===== src/rtl/instr_fetch_ctrl.sv =====
// instr_fetch_ctrl: PC owner and fetch FIFO toward decode; define IFETCH_PERF_CNT_EN to enable fetch_count
module instr_fetch_ctrl #(
   parameter int DATA_WIDTH     = 32,
   parameter int MEM_ADDR_WIDTH = 32,
   parameter int MEM_SIZE       = 256,
   parameter int RESET_PC       = 0,
   parameter int FIFO_DEPTH     = 2
) (
   input  logic                      clk,
   input  logic                      rst_n,
   input  logic                      start,
   output logic [MEM_ADDR_WIDTH-1:0] pc_address,
   input  logic [DATA_WIDTH-1:0]     instruction,
   input  logic                      redirect_valid,
   input  logic [MEM_ADDR_WIDTH-1:0] redirect_pc,
   output logic                      out_valid,
   input  logic                      out_ready,
   output logic [DATA_WIDTH-1:0]     out_instr,
   output logic [MEM_ADDR_WIDTH-1:0] out_pc,
   output logic                      halted,
   output logic [31:0]               fetch_count
);
   localparam int PW = $clog2(FIFO_DEPTH);
   localparam logic [PW:0] DEPTH_C = (PW+1)'(FIFO_DEPTH);
   localparam logic [MEM_ADDR_WIDTH:0] LIMIT = (MEM_ADDR_WIDTH+1)'(4 * MEM_SIZE);

   typedef enum logic [1:0] {IDLE, FETCH, HALT} state_t;

   state_t                    state, state_nxt;
   logic [MEM_ADDR_WIDTH-1:0] pc, pc_nxt, tgt;
   logic [MEM_ADDR_WIDTH-1:0] fifo_pc [FIFO_DEPTH];
   logic [DATA_WIDTH-1:0]     fifo_instr [FIFO_DEPTH];
   logic [PW-1:0]             wr_ptr, rd_ptr;
   logic [PW:0]               count;
   logic                      push, pop, flush, pc_oob, tgt_oob;

   assign tgt        = {redirect_pc[MEM_ADDR_WIDTH-1:2], 2'b00};
   assign pc_oob     = {1'b0, pc} >= LIMIT;
   assign tgt_oob    = {1'b0, tgt} >= LIMIT;
   assign pop        = out_valid && out_ready;
   assign out_valid  = count != '0;
   assign out_instr  = fifo_instr[rd_ptr];
   assign out_pc     = fifo_pc[rd_ptr];
   assign pc_address = pc;
   assign halted     = state == HALT;

   // next state, next pc and push/flush decisions; redirect always wins
   always_comb begin
      state_nxt = state;
      pc_nxt    = pc;
      push      = 1'b0;
      flush     = 1'b0;
      case (state)
         IDLE: begin
            if (redirect_valid) begin
               flush  = 1'b1;
               pc_nxt = tgt;
            end else if (start) state_nxt = FETCH;
         end
         FETCH: begin
            if (redirect_valid) begin
               flush     = 1'b1;
               pc_nxt    = tgt;
               state_nxt = tgt_oob ? HALT : FETCH;
            end else if (pc_oob) state_nxt = HALT;
            else if (count < DEPTH_C || pop) begin
               push   = 1'b1;
               pc_nxt = pc + MEM_ADDR_WIDTH'(4);
            end
         end
         HALT: begin
            if (redirect_valid) begin
               flush     = 1'b1;
               pc_nxt    = tgt;
               state_nxt = tgt_oob ? HALT : FETCH;
            end
         end
         default: state_nxt = IDLE;
      endcase
   end

   // state and program counter registers
   always_ff @(posedge clk or negedge rst_n) begin
      if (!rst_n) begin
         state <= IDLE;
         pc    <= MEM_ADDR_WIDTH'(RESET_PC);
      end else begin
         state <= state_nxt;
         pc    <= pc_nxt;
      end
   end

   // fetch buffer pointers and occupancy; a flush discards the head even if it is being accepted
   always_ff @(posedge clk or negedge rst_n) begin
      if (!rst_n) begin
         wr_ptr <= '0;
         rd_ptr <= '0;
         count  <= '0;
      end else if (flush) begin
         wr_ptr <= '0;
         rd_ptr <= '0;
         count  <= '0;
      end else begin
         if (push) wr_ptr <= wr_ptr + 1'b1;
         if (pop) rd_ptr <= rd_ptr + 1'b1;
         count <= (push && !pop) ? count + 1'b1 : (!push && pop) ? count - 1'b1 : count;
      end
   end

   // fetch buffer storage, cleared on reset so the head reads zero
   always_ff @(posedge clk or negedge rst_n) begin
      if (!rst_n) begin
         for (int i = 0; i < FIFO_DEPTH; i++) begin
            fifo_pc[i]    <= '0;
            fifo_instr[i] <= '0;
         end
      end else if (push) begin
         fifo_pc[wr_ptr]    <= pc;
         fifo_instr[wr_ptr] <= instruction;
      end
   end

`ifdef IFETCH_PERF_CNT_EN
   // count accepted instructions; heads dropped by a redirect are not counted
   always_ff @(posedge clk or negedge rst_n) begin
      if (!rst_n) fetch_count <= '0;
      else if (pop && !redirect_valid) fetch_count <= fetch_count + 32'd1;
   end
`else
   assign fetch_count = '0;
`endif
endmodule


===== config.mk =====
export PLATFORM = sky130hd
export DESIGN_NAME = instr_fetch_ctrl
export DESIGN_NICKNAME = d
export VERILOG_FILES = /design/src/rtl/instr_fetch_ctrl.sv
export SDC_FILE = /design/constraint.sdc
export NUM_CORES = 1
export LEC_CHECK = 0
export CORE_ASPECT_RATIO = 0.7
export CORE_MARGIN = 4
export CORE_UTILIZATION = 44
export CTS_CLUSTER_SIZE = 10
export DETAILED_ROUTE_END_ITERATION = 16
export PLACE_DENSITY = 0.83
export SYNTH_ARGS = -nofsm -noshare
export SYNTH_HDL_FRONTEND = slang
export SYNTH_SLANG_ARGS = --single-unit

===== constraint.sdc =====
create_clock -name clk -period 2.3 [get_ports clk]
set_input_delay 0.46 -clock clk [delete_from_list [all_inputs] [get_ports clk]]
set_output_delay 0.46 -clock clk [all_outputs]
set_load 0.02 [all_outputs]

==> metrics, run 1 <==
I/O pins just under 200; share of cells above drive strength 1 0.315; FMAX 0.441 GHz; global-route wire length before repair 30.6 mm; TritonRoute pass-1 iters 5; critical path class register to output pin; CTS Buf Count 17; H-Tree Depth 4; FF+latch count, synth between 150 and 200; Worst Hold End fifo_pc[26]; gr usage total 0.204; clock-pin slew on the worst setup and hold paths 0.07 ns; final slew viol count 0; ys flop type dfrtp_1; Area Growth Syn to Fin 40.3%; worst hold path stage count 1; Ys Warns 0; Worst VDD drop just under 0.0005 V; DR WL/cell 18.5 µm; Tightest Pin Transition around 0.54 ns; worst skew pair latency between 0.4 and 0.5 ns; r2r setup slk about 0.040 ns; Hold Path Class register to register; DRC Markers 0; asr flop ratio synth 1.00; final count of hold timing violations 0; die area 19100 µm²; ANT cells 0; HP Start fifo_pc[26]; leakage 5.05 nW; fin crit share 0.986; Area after DPL 9610 µm²; total gr overflow 0; cell area after layout 10400 µm²; routed vias around 5500; Mapped Cells 619; Crit. End Element output pin; Detail Route Antenna Nets 0; RSZ-0062 raised after global routing true; post-synthesis cell type count 42; CP Max Fanout 11; Die Width 163 µm; CTS sink cnt 160; Min Clock Period, post-route 2.27 ns; IO Port Bufs 160; Setup crit start kind register; status finished clean; number of flops mapped to enable cells by yosys 0; DR vias/cell 5.12; Cell Rows 39; RR Endpoint fifo_instr[54]; pin count of the biggest net entering global routing 55; clk_skew 0.0127 ns; vias in the first global route around 5600; WP data required between 1.5 and 2 ns; synthesized area per cell between 10 and 15 µm²; CTS Buffer Depth 2; initial antenna violation count 1; sequential fraction of the synthesis area 0.539; Die Y-Extent between 100 and 150 µm; Placer Congestion 0.873; CTS tree built; Pwr Density ~680 nW/µm²; Final nets ~910; Setup Viol. Count Final 0; Iter 0 DRT Violations 518; Core Area about 16000 µm²; DP HPWL 13.5 mm; Final TNS setup 0 ns; Starting Density 0.452; R2R depth 9; mapped cell area between 7000 and 8000 µm²; Critical Path AT between 1.5 and 2 ns; Root Buffer clkbuf_16; Post-Route WL around 20 mm; Max Cap Violations 0; Critical R2R Launch pc_address[22]; relative slew slack 0.638
[worst max path at each step]
stage               slack, ns              to      startpoint  cells past startpoint
finish                   0.03   out_instr[16]          rd_ptr                      3
global route            -0.07  fifo_instr[60]  pc_address[22]                      9
CTS                     -0.02  fifo_instr[45]  pc_address[17]                      9
detailed placement      -0.05  pc_address[29]  redirect_valid                      7
global placement        -0.02  pc_address[31]  redirect_valid                      6
floorplan                0.05     fifo_pc[39]  pc_address[22]                      7
[final cells by class]
class,instances,area (µm²)
repair buffers,238,2300
multi-input cells,416,3230
well taps,225,282
inverters,8,30.0
clock buffers,17,425
clock inverters,15,153
flip-flops and latches,160,4010
fillers,1275,6020
[sequential cells by signal, summed over array words and instances, names as in the netlist]
register,cells
pc_address,30
fifo_pc,60
rd_ptr,1
count,2
state,2
wr_ptr,1
fifo_instr,64
[cell usage after synthesis, drive strengths merged, types with 5 or more instances]
master	instances	area, µm²
dfrtp	160	4000
mux2	143	1610
buf	49	363
nand2	35	131
a21oi	33	165
nor2	24	90.1
and2	23	144
nor2b	23	144
clkbuf	21	78.8
o22ai	15	93.8
nor4	14	87.6
nand3	11	60.1
inv	8	30.0
nand4	7	43.8
o21ai	7	35.0
a31oi	5	31.3
nor3	5	36.3
[per-layer routing]
layer	track usage	routed length [µm]
met2	0.311	9310
met5	0	13
met3	0.0578	1500
met4	0.0458	143
met1	0.294	8960
[report_power, final]
part | switching, mW | internal, mW | leakage (nW)
logic | 0.684 | 0.563 | 2.62
clock network | 1.24 | 1.53 | 0.277
registers | 0.102 | 2.92 | 2.15
total | 2.02 | 5.02 | 5.05
[logic make-up after synthesis]
| group | Yosys count | share of synthesized area |
|---|---|---|
| flops | 160 | 0.539 |
| simple gates | 159 | 0.116 |
| mux | 143 | 0.217 |
| buf+inv | 78 | 0.0635 |
| compound gates | 75 | 0.0606 |
| fa+ha+maj | 2 | 0.00337 |
| other cells | 1 | 0.000504 |
| xor+xnor | 1 | 0.00118 |
[repair_timing]
item | CTS | global route
endpoints found under the hold margin | 5 | 0
endpoints found under the setup margin | 106 | 98
resized for setup | 72 | 88
buffers inserted | 2 | 5
cloned | 2 | 3
hold buffers | 1 | 0
pin swaps | 1 | 3
[stage by stage]
stage                util  power (mW)  worst slack [ns]  cells  hold WS (ns)
finish              0.634        7.04            0.0331   1079         0.481
detailed placement  0.585        4.30           -0.0545   1034         0.436
global route        0.634        7.33           -0.0663   1079         0.499
CTS                 0.622        7.08           -0.0245   1071         0.483
global placement    0.585        4.28           -0.0233   1034         0.436
floorplan               -        3.62            0.0474    654         0.164
[cell usage in the layout, fill, tap and decap left out, types with 3 or more instances in the layout]
cell and n:
a21oi_1 33, inv_8 3, nor2_1 23, nand3_1 10
buf_6 5, clkdlybuf4s15_1 29, clkinv_4 3, o21ai_0 7
nand2_1 35, o32ai_1 3, mux2_1 11, mux2_2 104
clkbuf_2 16, clkbuf_16 20, or3_1 4, inv_6 4
dlygate4sd2_1 17, clkinvlp_4 3, or2_2 3, buf_4 60
nor3_1 4, o22a_1 3, o22ai_1 15, mux2_4 28
dfrtp_1 159, inv_1 8, a31oi_1 5, clkdlybuf4s50_1 97
buf_12 8, nand4_1 7, nor2b_1 23, conb_1 36
and2_1 23, nor4_1 12, and3_1 4
[worst max-delay path: stages (launching register included)]
cell	delay (ns)
dfrtp_2	0.51
buf_6	0.21
mux2_2	0.35
dlygate4sd2_1	0.33
(Power assumes the default switching activity.)
==> inputs of run 2 (changes only) <==
--- a/config.mk
+++ b/config.mk
@@ -8,9 +8,12 @@
 export CORE_ASPECT_RATIO = 0.7
 export CORE_MARGIN = 4
 export CORE_UTILIZATION = 44
+export CTS_CLUSTER_DIAMETER = 40
 export CTS_CLUSTER_SIZE = 10
 export DETAILED_ROUTE_END_ITERATION = 16
+export HOLD_SLACK_MARGIN = 0.15
 export PLACE_DENSITY = 0.83
+export SLEW_MARGIN = 20
 export SYNTH_ARGS = -nofsm -noshare
 export SYNTH_HDL_FRONTEND = slang
 export SYNTH_SLANG_ARGS = --single-unit
==> results of run 2 <==
Final layout, timing and power as in run 1 (identical DEF).
